## config.mk

```make
export PLATFORM = sky130hd
export DESIGN_NAME = fp16_max_reduce_flat
export DESIGN_NICKNAME = d
export VERILOG_FILES = /design/src/rtl/fp16_max_reduce_if.sv /design/src/rtl/fp16_max_reduce.sv /design/src/flat_wrapper.sv
export SDC_FILE = /design/constraint.sdc
export NUM_CORES = 1
export LEC_CHECK = 0
export ABC_CLOCK_PERIOD_IN_PS = 4200
export CAP_MARGIN = 20
export CORE_MARGIN = 3
export CORE_UTILIZATION = 68
export DETAILED_ROUTE_END_ITERATION = 8
export DONT_BUFFER_PORTS = 1
export PLACE_DENSITY = 0.84
export SKIP_CTS_REPAIR_TIMING = 1
export SLEW_MARGIN = 40
export SYNTH_ARGS = -nofsm -noshare
export SYNTH_HDL_FRONTEND = slang
export SYNTH_SLANG_ARGS = --single-unit
```

## constraint.sdc

```tcl
create_clock -name iClk -period 4.2 [get_ports iClk]
set_clock_uncertainty 0.1 [all_clocks]
set_input_delay 0.84 -clock iClk [delete_from_list [all_inputs] [get_ports iClk]]
set_output_delay 0.84 -clock iClk [all_outputs]
set_load 0.01 [all_outputs]
```

## src/rtl/fp16_max_reduce_if.sv

```systemverilog
// fp16_max_reduce_if
//   Stream bundle for the FP16 max-reduction stage.
//   Input side:  iValid/oReady handshake carrying iData and iLast.
//   Output side: oValid/iReady handshake carrying oMax and oCount
//                (plus oIndex when FP16_MAXRED_ARGMAX_EN is defined).
//   Modports:
//     slave  - the reduction stage (consumes beats, produces the result)
//     master - the environment (produces beats, consumes the result)
//   Parameters: Bits (operand width), CntW (beat-counter width).
interface fp16_max_reduce_if #(
  parameter int unsigned Bits = 16,
  parameter int unsigned CntW = 8
);
  logic            iValid;
  logic            oReady;
  logic [Bits-1:0] iData;
  logic            iLast;
  logic            oValid;
  logic            iReady;
  logic [Bits-1:0] oMax;
  logic [CntW-1:0] oCount;
`ifdef FP16_MAXRED_ARGMAX_EN
  logic [CntW-1:0] oIndex;
`endif

  modport slave (
    input  iValid, iData, iLast, iReady,
    output oReady, oValid, oMax, oCount
`ifdef FP16_MAXRED_ARGMAX_EN
    , output oIndex
`endif
  );

  modport master (
    output iValid, iData, iLast, iReady,
    input  oReady, oValid, oMax, oCount
`ifdef FP16_MAXRED_ARGMAX_EN
    , input oIndex
`endif
  );
endinterface

```

## src/rtl/fp16_max_reduce.sv

```systemverilog
// fp16_max_reduce
//   Streaming max-reduction stage. Accepts a frame of FP16 words, keeps a
//   registered running maximum using sign-magnitude ordering, and on the
//   frame's last beat presents the maximum and beat count until consumed.
//   Ports:
//     iClk  - clock, rising edge
//     iRst  - asynchronous active-high reset
//     bus   - fp16_max_reduce_if.slave (iValid/oReady/iData/iLast in,
//             oValid/iReady/oMax/oCount out)
//   Optional feature: define FP16_MAXRED_ARGMAX_EN to add oIndex, the
//   0-based beat position of the maximum (earliest wins on ties).
module fp16_max_reduce #(
  parameter int unsigned Bits = 16,
  parameter int unsigned CntW = 8
) (
  input  logic                  iClk,
  input  logic                  iRst,
  fp16_max_reduce_if.slave      bus
);

  typedef enum logic [1:0] {
    IDLE  = 2'd0,
    ACCUM = 2'd1,
    HOLD  = 2'd2
  } state_t;

  state_t          r_state;
  logic            r_valid;
  logic [Bits-1:0] r_max;
  logic [CntW-1:0] r_cnt;
`ifdef FP16_MAXRED_ARGMAX_EN
  logic [CntW-1:0] r_idx;
`endif

  logic w_ready;
  logic w_accept;
  logic w_new_gt;

  // True when a is strictly larger than b. Opposite signs: the positive one
  // wins (so +0 beats -0). Same sign: compare magnitudes, reversed for
  // negatives. NaN/Inf are ordinary bit patterns here.
  function automatic logic larger(input logic [Bits-1:0] a,
                                  input logic [Bits-1:0] b);
    logic res;
    if (a[Bits-1] != b[Bits-1])
      res = b[Bits-1];
    else if (!a[Bits-1])
      res = (a[Bits-2:0] > b[Bits-2:0]);
    else
      res = (a[Bits-2:0] < b[Bits-2:0]);
    return res;
  endfunction

  // Ready is a pure decode of registered state; iReady never reaches it.
  assign w_ready  = (r_state != HOLD);
  assign w_accept = bus.iValid && w_ready;
  assign w_new_gt = larger(bus.iData, r_max);

  always_ff @(posedge iClk or posedge iRst) begin
    if (iRst) begin
      r_state <= IDLE;
      r_valid <= 1'b0;
      r_max   <= '0;
      r_cnt   <= '0;
`ifdef FP16_MAXRED_ARGMAX_EN
      r_idx   <= '0;
`endif
    end else begin
      case (r_state)
        IDLE: begin
          if (w_accept) begin
            r_max <= bus.iData;
            r_cnt <= CntW'(1);
`ifdef FP16_MAXRED_ARGMAX_EN
            r_idx <= '0;
`endif
            if (bus.iLast) begin
              r_state <= HOLD;
              r_valid <= 1'b1;
            end else begin
              r_state <= ACCUM;
            end
          end
        end
        ACCUM: begin
          if (w_accept) begin
            // Strict comparison: equal patterns keep the incumbent.
            if (w_new_gt) begin
              r_max <= bus.iData;
`ifdef FP16_MAXRED_ARGMAX_EN
              // Beats seen so far equals this beat's 0-based position.
              r_idx <= r_cnt;
`endif
            end
            r_cnt <= r_cnt + CntW'(1);
            if (bus.iLast) begin
              r_state <= HOLD;
              r_valid <= 1'b1;
            end
          end
        end
        HOLD: begin
          if (bus.iReady) begin
            r_state <= IDLE;
            r_valid <= 1'b0;
          end
        end
        default: begin
          r_state <= IDLE;
          r_valid <= 1'b0;
        end
      endcase
    end
  end

  // Result registers are only written outside HOLD, so they stay stable
  // while oValid is high.
  assign bus.oReady = w_ready;
  assign bus.oValid = r_valid;
  assign bus.oMax   = r_max;
  assign bus.oCount = r_cnt;
`ifdef FP16_MAXRED_ARGMAX_EN
  assign bus.oIndex = r_idx;
`endif

endmodule

```

## src/flat_wrapper.sv

```systemverilog
// flat-port wrapper written by rule: the top's interface ports become plain ports
module fp16_max_reduce_flat 
#(
  parameter int unsigned Bits = 16,
  parameter int unsigned CntW = 8
)
  (iClk, iRst, bus_iValid, bus_iData, bus_iLast, bus_iReady, bus_oReady, bus_oValid, bus_oMax, bus_oCount);
  fp16_max_reduce_if #(.Bits(Bits), .CntW(CntW)) bus_i ();
  input  logic iClk;
  input  logic iRst;
  input wire logic [$bits(bus_i.iValid)-1:0] bus_iValid;
  input wire logic [$bits(bus_i.iData)-1:0] bus_iData;
  input wire logic [$bits(bus_i.iLast)-1:0] bus_iLast;
  input wire logic [$bits(bus_i.iReady)-1:0] bus_iReady;
  output wire logic [$bits(bus_i.oReady)-1:0] bus_oReady;
  output wire logic [$bits(bus_i.oValid)-1:0] bus_oValid;
  output wire logic [$bits(bus_i.oMax)-1:0] bus_oMax;
  output wire logic [$bits(bus_i.oCount)-1:0] bus_oCount;
  assign bus_i.iValid = bus_iValid;
  assign bus_i.iData = bus_iData;
  assign bus_i.iLast = bus_iLast;
  assign bus_i.iReady = bus_iReady;
  assign bus_oReady = bus_i.oReady;
  assign bus_oValid = bus_i.oValid;
  assign bus_oMax = bus_i.oMax;
  assign bus_oCount = bus_i.oCount;
  fp16_max_reduce #(.Bits(Bits), .CntW(CntW)) u_core (.iClk(iClk), .iRst(iRst), .bus(bus_i));
endmodule
```

==> out/metrics.cfg <==
[run_status]
outcome = finished clean

[setup_path]
critical_path_class = reg -> reg
crit_family = compound AO/OA/AOI/OAI gates
cp-startpoint = u_core.bus.oMax[9]$_DFFE_PP0P_
worst-path-stages = 7
required_ns = 4.31
cp-endpoint = u_core.bus.oMax[11]$_DFFE_PP0P_
r2r_cells = 7
r2r_end = u_core.bus.oMax[11]$_DFFE_PP0P_
critical-path-max-stage-delay_ns = 0.73
path_cells = inv_1, ha_1, nand4_1, o41a_1, o21ai_1, a22o_1, o311ai_1
critPathLaunchType = flip-flop
cp.arrival_ns = 2.66
crit_fanout = 15
crit_path_end_kind = flip-flop
cpMaxStageDelayCell = o41a_1
crit_buf_inv = 1
r2r_start = u_core.bus.oMax[9]$_DFFE_PP0P_
reg2reg_slack_ns = 1.65

[timing]
tightest_slew_ns = 0.806
post-route-period-util_pct = 60.7
finalMaxSlewViolations = 0
finalCriticalPeriod_ns = 2.55
slew_headroom_pct = 46.2
max_freq_ghz = 0.392
setup_tns_ns = 0
rsz0062_at_grt = no
final_hold_viol_count = 0
setup_viol = 0

[route]
drtAntennaViolNets = 0
drt-pass1-iter-count = 4
wire_per_inst_um = 19.6
drtIter0Drc = 147
wl_um = 4770
vias = 1779
drc = 0
vias_per_cell = 7.32

[final_layout]
final_cell_mix = 27 x dfrtp_1, 22 x nand3_1, 17 x inv_1, 17 x nand4_1
drive_gt1_share_pct = 7.51
nNetsFinal = 251
nFillCells = 188
antenna_cells = 0
fin_util_pct = 76.5
regArea_um2 = 676
multi_input_area_um2 = 1160
synthToLayoutAreaGrowth_pct = 1.59
final_common_cell = dfrtp_1

[logic_synthesis]
syn_inst = 221
yosys.area_share.simple_pct = 19.6
synth_warnings = 0
synth_seq_cells = 27
synth-compound-area-share_pct = 26.7
syn_area_um2 = 1970
synth_top_family_by_area = compound AO/OA/AOI/OAI gates
ys_seq_area_share_pct = 34.4
muxShareOfSynthArea_pct = 0.509
synth_xor_area_share_pct = 1.34
synth_cell_types = 36
post_synth_fa_ha_maj_area_fraction_pct = 10.2
avgSynthCellArea_um2 = 8.90
syn_nets = 258

[pwr]
power_leakage_nw = 0.846
p_total_mw = 1.20
p_per_area_nw_per_um2 = 601
irDropWorstVdd_mv = 0.421

[global_route]
grt_pass1_wl_um = 7710
grt_max_degree = 31
grt.overflow.total = 0
grt_pass1_vias = 1618
grt_antenna_before_repair = 0
track_usage_pct = 27.9

[cts]
cts_tree = yes
clock-sinks = 27
clock-root-buffer = clkbuf_4
htreeDepth = 1
clkTransAtPathRegs_ns = 0.17
clockBufferDepth = 2
cts_buffers = 3
clk_latency_ns = 0.34

[placed_design]
place_congestion = 0.815
io_buffers = 0
dp_hpwl_um = 3320

[die]
start_util_pct = 75.3
design.core.area_um2 = 2610
io_pins = 47
dieArea_um2 = 3570
rows = 18
fp.dieH_um = 59.8
die_width_um = 59.8

[run]
cap_violations = 0

[worst_hold_path]
hold_path_class = in -> async

[worst reg2reg max path, delay by kind of cell, from the launching register on]
| family | cells | cell delay (ns) |
|---|---|---|
| AND/OR/NAND/NOR | 1 | 0.20 |
| adder cells (fa/ha/maj) | 1 | 0.31 |
| buffers and inverters | 1 | 0.10 |
| flip-flops | 1 | 0.46 |
| AO/OA/AOI/OAI | 4 | 1.24 |
[metrics by stage]
stage               std cells  cell area [um^2]  setup slack, ns  hold WS [ns]
global route              243              2000             1.43         0.333
finish                    243              2000             1.65         0.304
CTS                       242              1990             1.56         0.328
global placement          238              1950             1.37         0.446
floorplan                 221              1970             1.67         0.417
detailed placement        238              1960             1.30         0.463
[cell families after synthesis]
family,Yosys count
buffers and inverters,33
flip-flops,27
AO/OA/AOI/OAI,70
XOR/XNOR,3
adder cells (fa/ha/maj),16
AND/OR/NAND/NOR,71
multiplexers,1
[synthesized netlist by cell type]
cell type	number	area share (%)
nor3_1	2	0.51
o41ai_4	1	1.4
nand3_1	22	5.6
nand4_2	1	0.64
and4_1	2	0.89
mux2i_1	1	0.51
a21oi_1	9	2.3
buf_2	4	1.0
o21a_1	1	0.38
xor2_1	2	0.89
a211oi_1	1	0.38
o41a_1	1	0.57
nand4_1	17	5.4
o31ai_2	1	0.64
xnor2_1	1	0.45
a22o_1	16	7.1
clkbuf_1	9	1.7
nand2b_1	1	0.32
o21ai_1	15	3.8
nand2_1	13	2.5
buf_6	2	1.1
a21oi_2	1	0.45
nand3b_1	1	0.38
a221oi_2	1	0.76
inv_1	18	3.4
and3_1	1	0.32
o21ai_2	1	0.45
nor2b_1	1	0.32
nand4b_1	1	0.45
nor2_2	1	0.32
ha_1	16	10
o21ai_0	7	1.8
o311ai_1	15	6.7
nor3b_2	1	0.64
nor2_1	7	1.3
dfrtp_1	27	34
[metal layers]
metal	GRT usage [%]	part of all wire, %
met5	0	0
met4	4.11	0.96
met3	6.48	8.4
met2	44.3	49
met1	39.5	42
[final cells by class]
type	count	area share, %
flip-flops and latches	27	33.8
repair buffers	3	1.13
clock inverters	1	0.438
well taps	30	1.88
clock buffers	3	1.13
multi-input cells	161	58.2
inverters	18	3.38
[worst min path at each step]
stage | start | to | cells past startpoint
CTS | iRst | u_core.bus.oCount[5]$_DFFE_PP0P_ | 1
finish | iRst | u_core.bus.oCount[5]$_DFFE_PP0P_ | 1
detailed placement | u_core.r_state[1]$_DFFE_PP0P_ | u_core.r_state[0]$_DFFE_PP0P_ | 1
global route | iRst | u_core.bus.oCount[5]$_DFFE_PP0P_ | 1
floorplan | u_core.r_state[1]$_DFFE_PP0P_ | u_core.r_state[0]$_DFFE_PP0P_ | 1
global placement | u_core.r_state[1]$_DFFE_PP0P_ | u_core.r_state[0]$_DFFE_PP0P_ | 1
[registers in the layout, summed over array words and instances (netlist names)]
signal and count:
u_core.bus.oMax 16, u_core.bus.oCount 8, u_core.r_state 2, u_core.bus.oValid 1
[power breakdown]
group | internal (mW) | switching, mW | leakage, nW
Sequential | 0.354 | 0.150 | 0.340
Combinational | 0.229 | 0.342 | 0.487
Clock | 0.0389 | 0.0882 | 0.0183
Total | 0.622 | 0.580 | 0.846
Power figures use the tool's default switching activity.
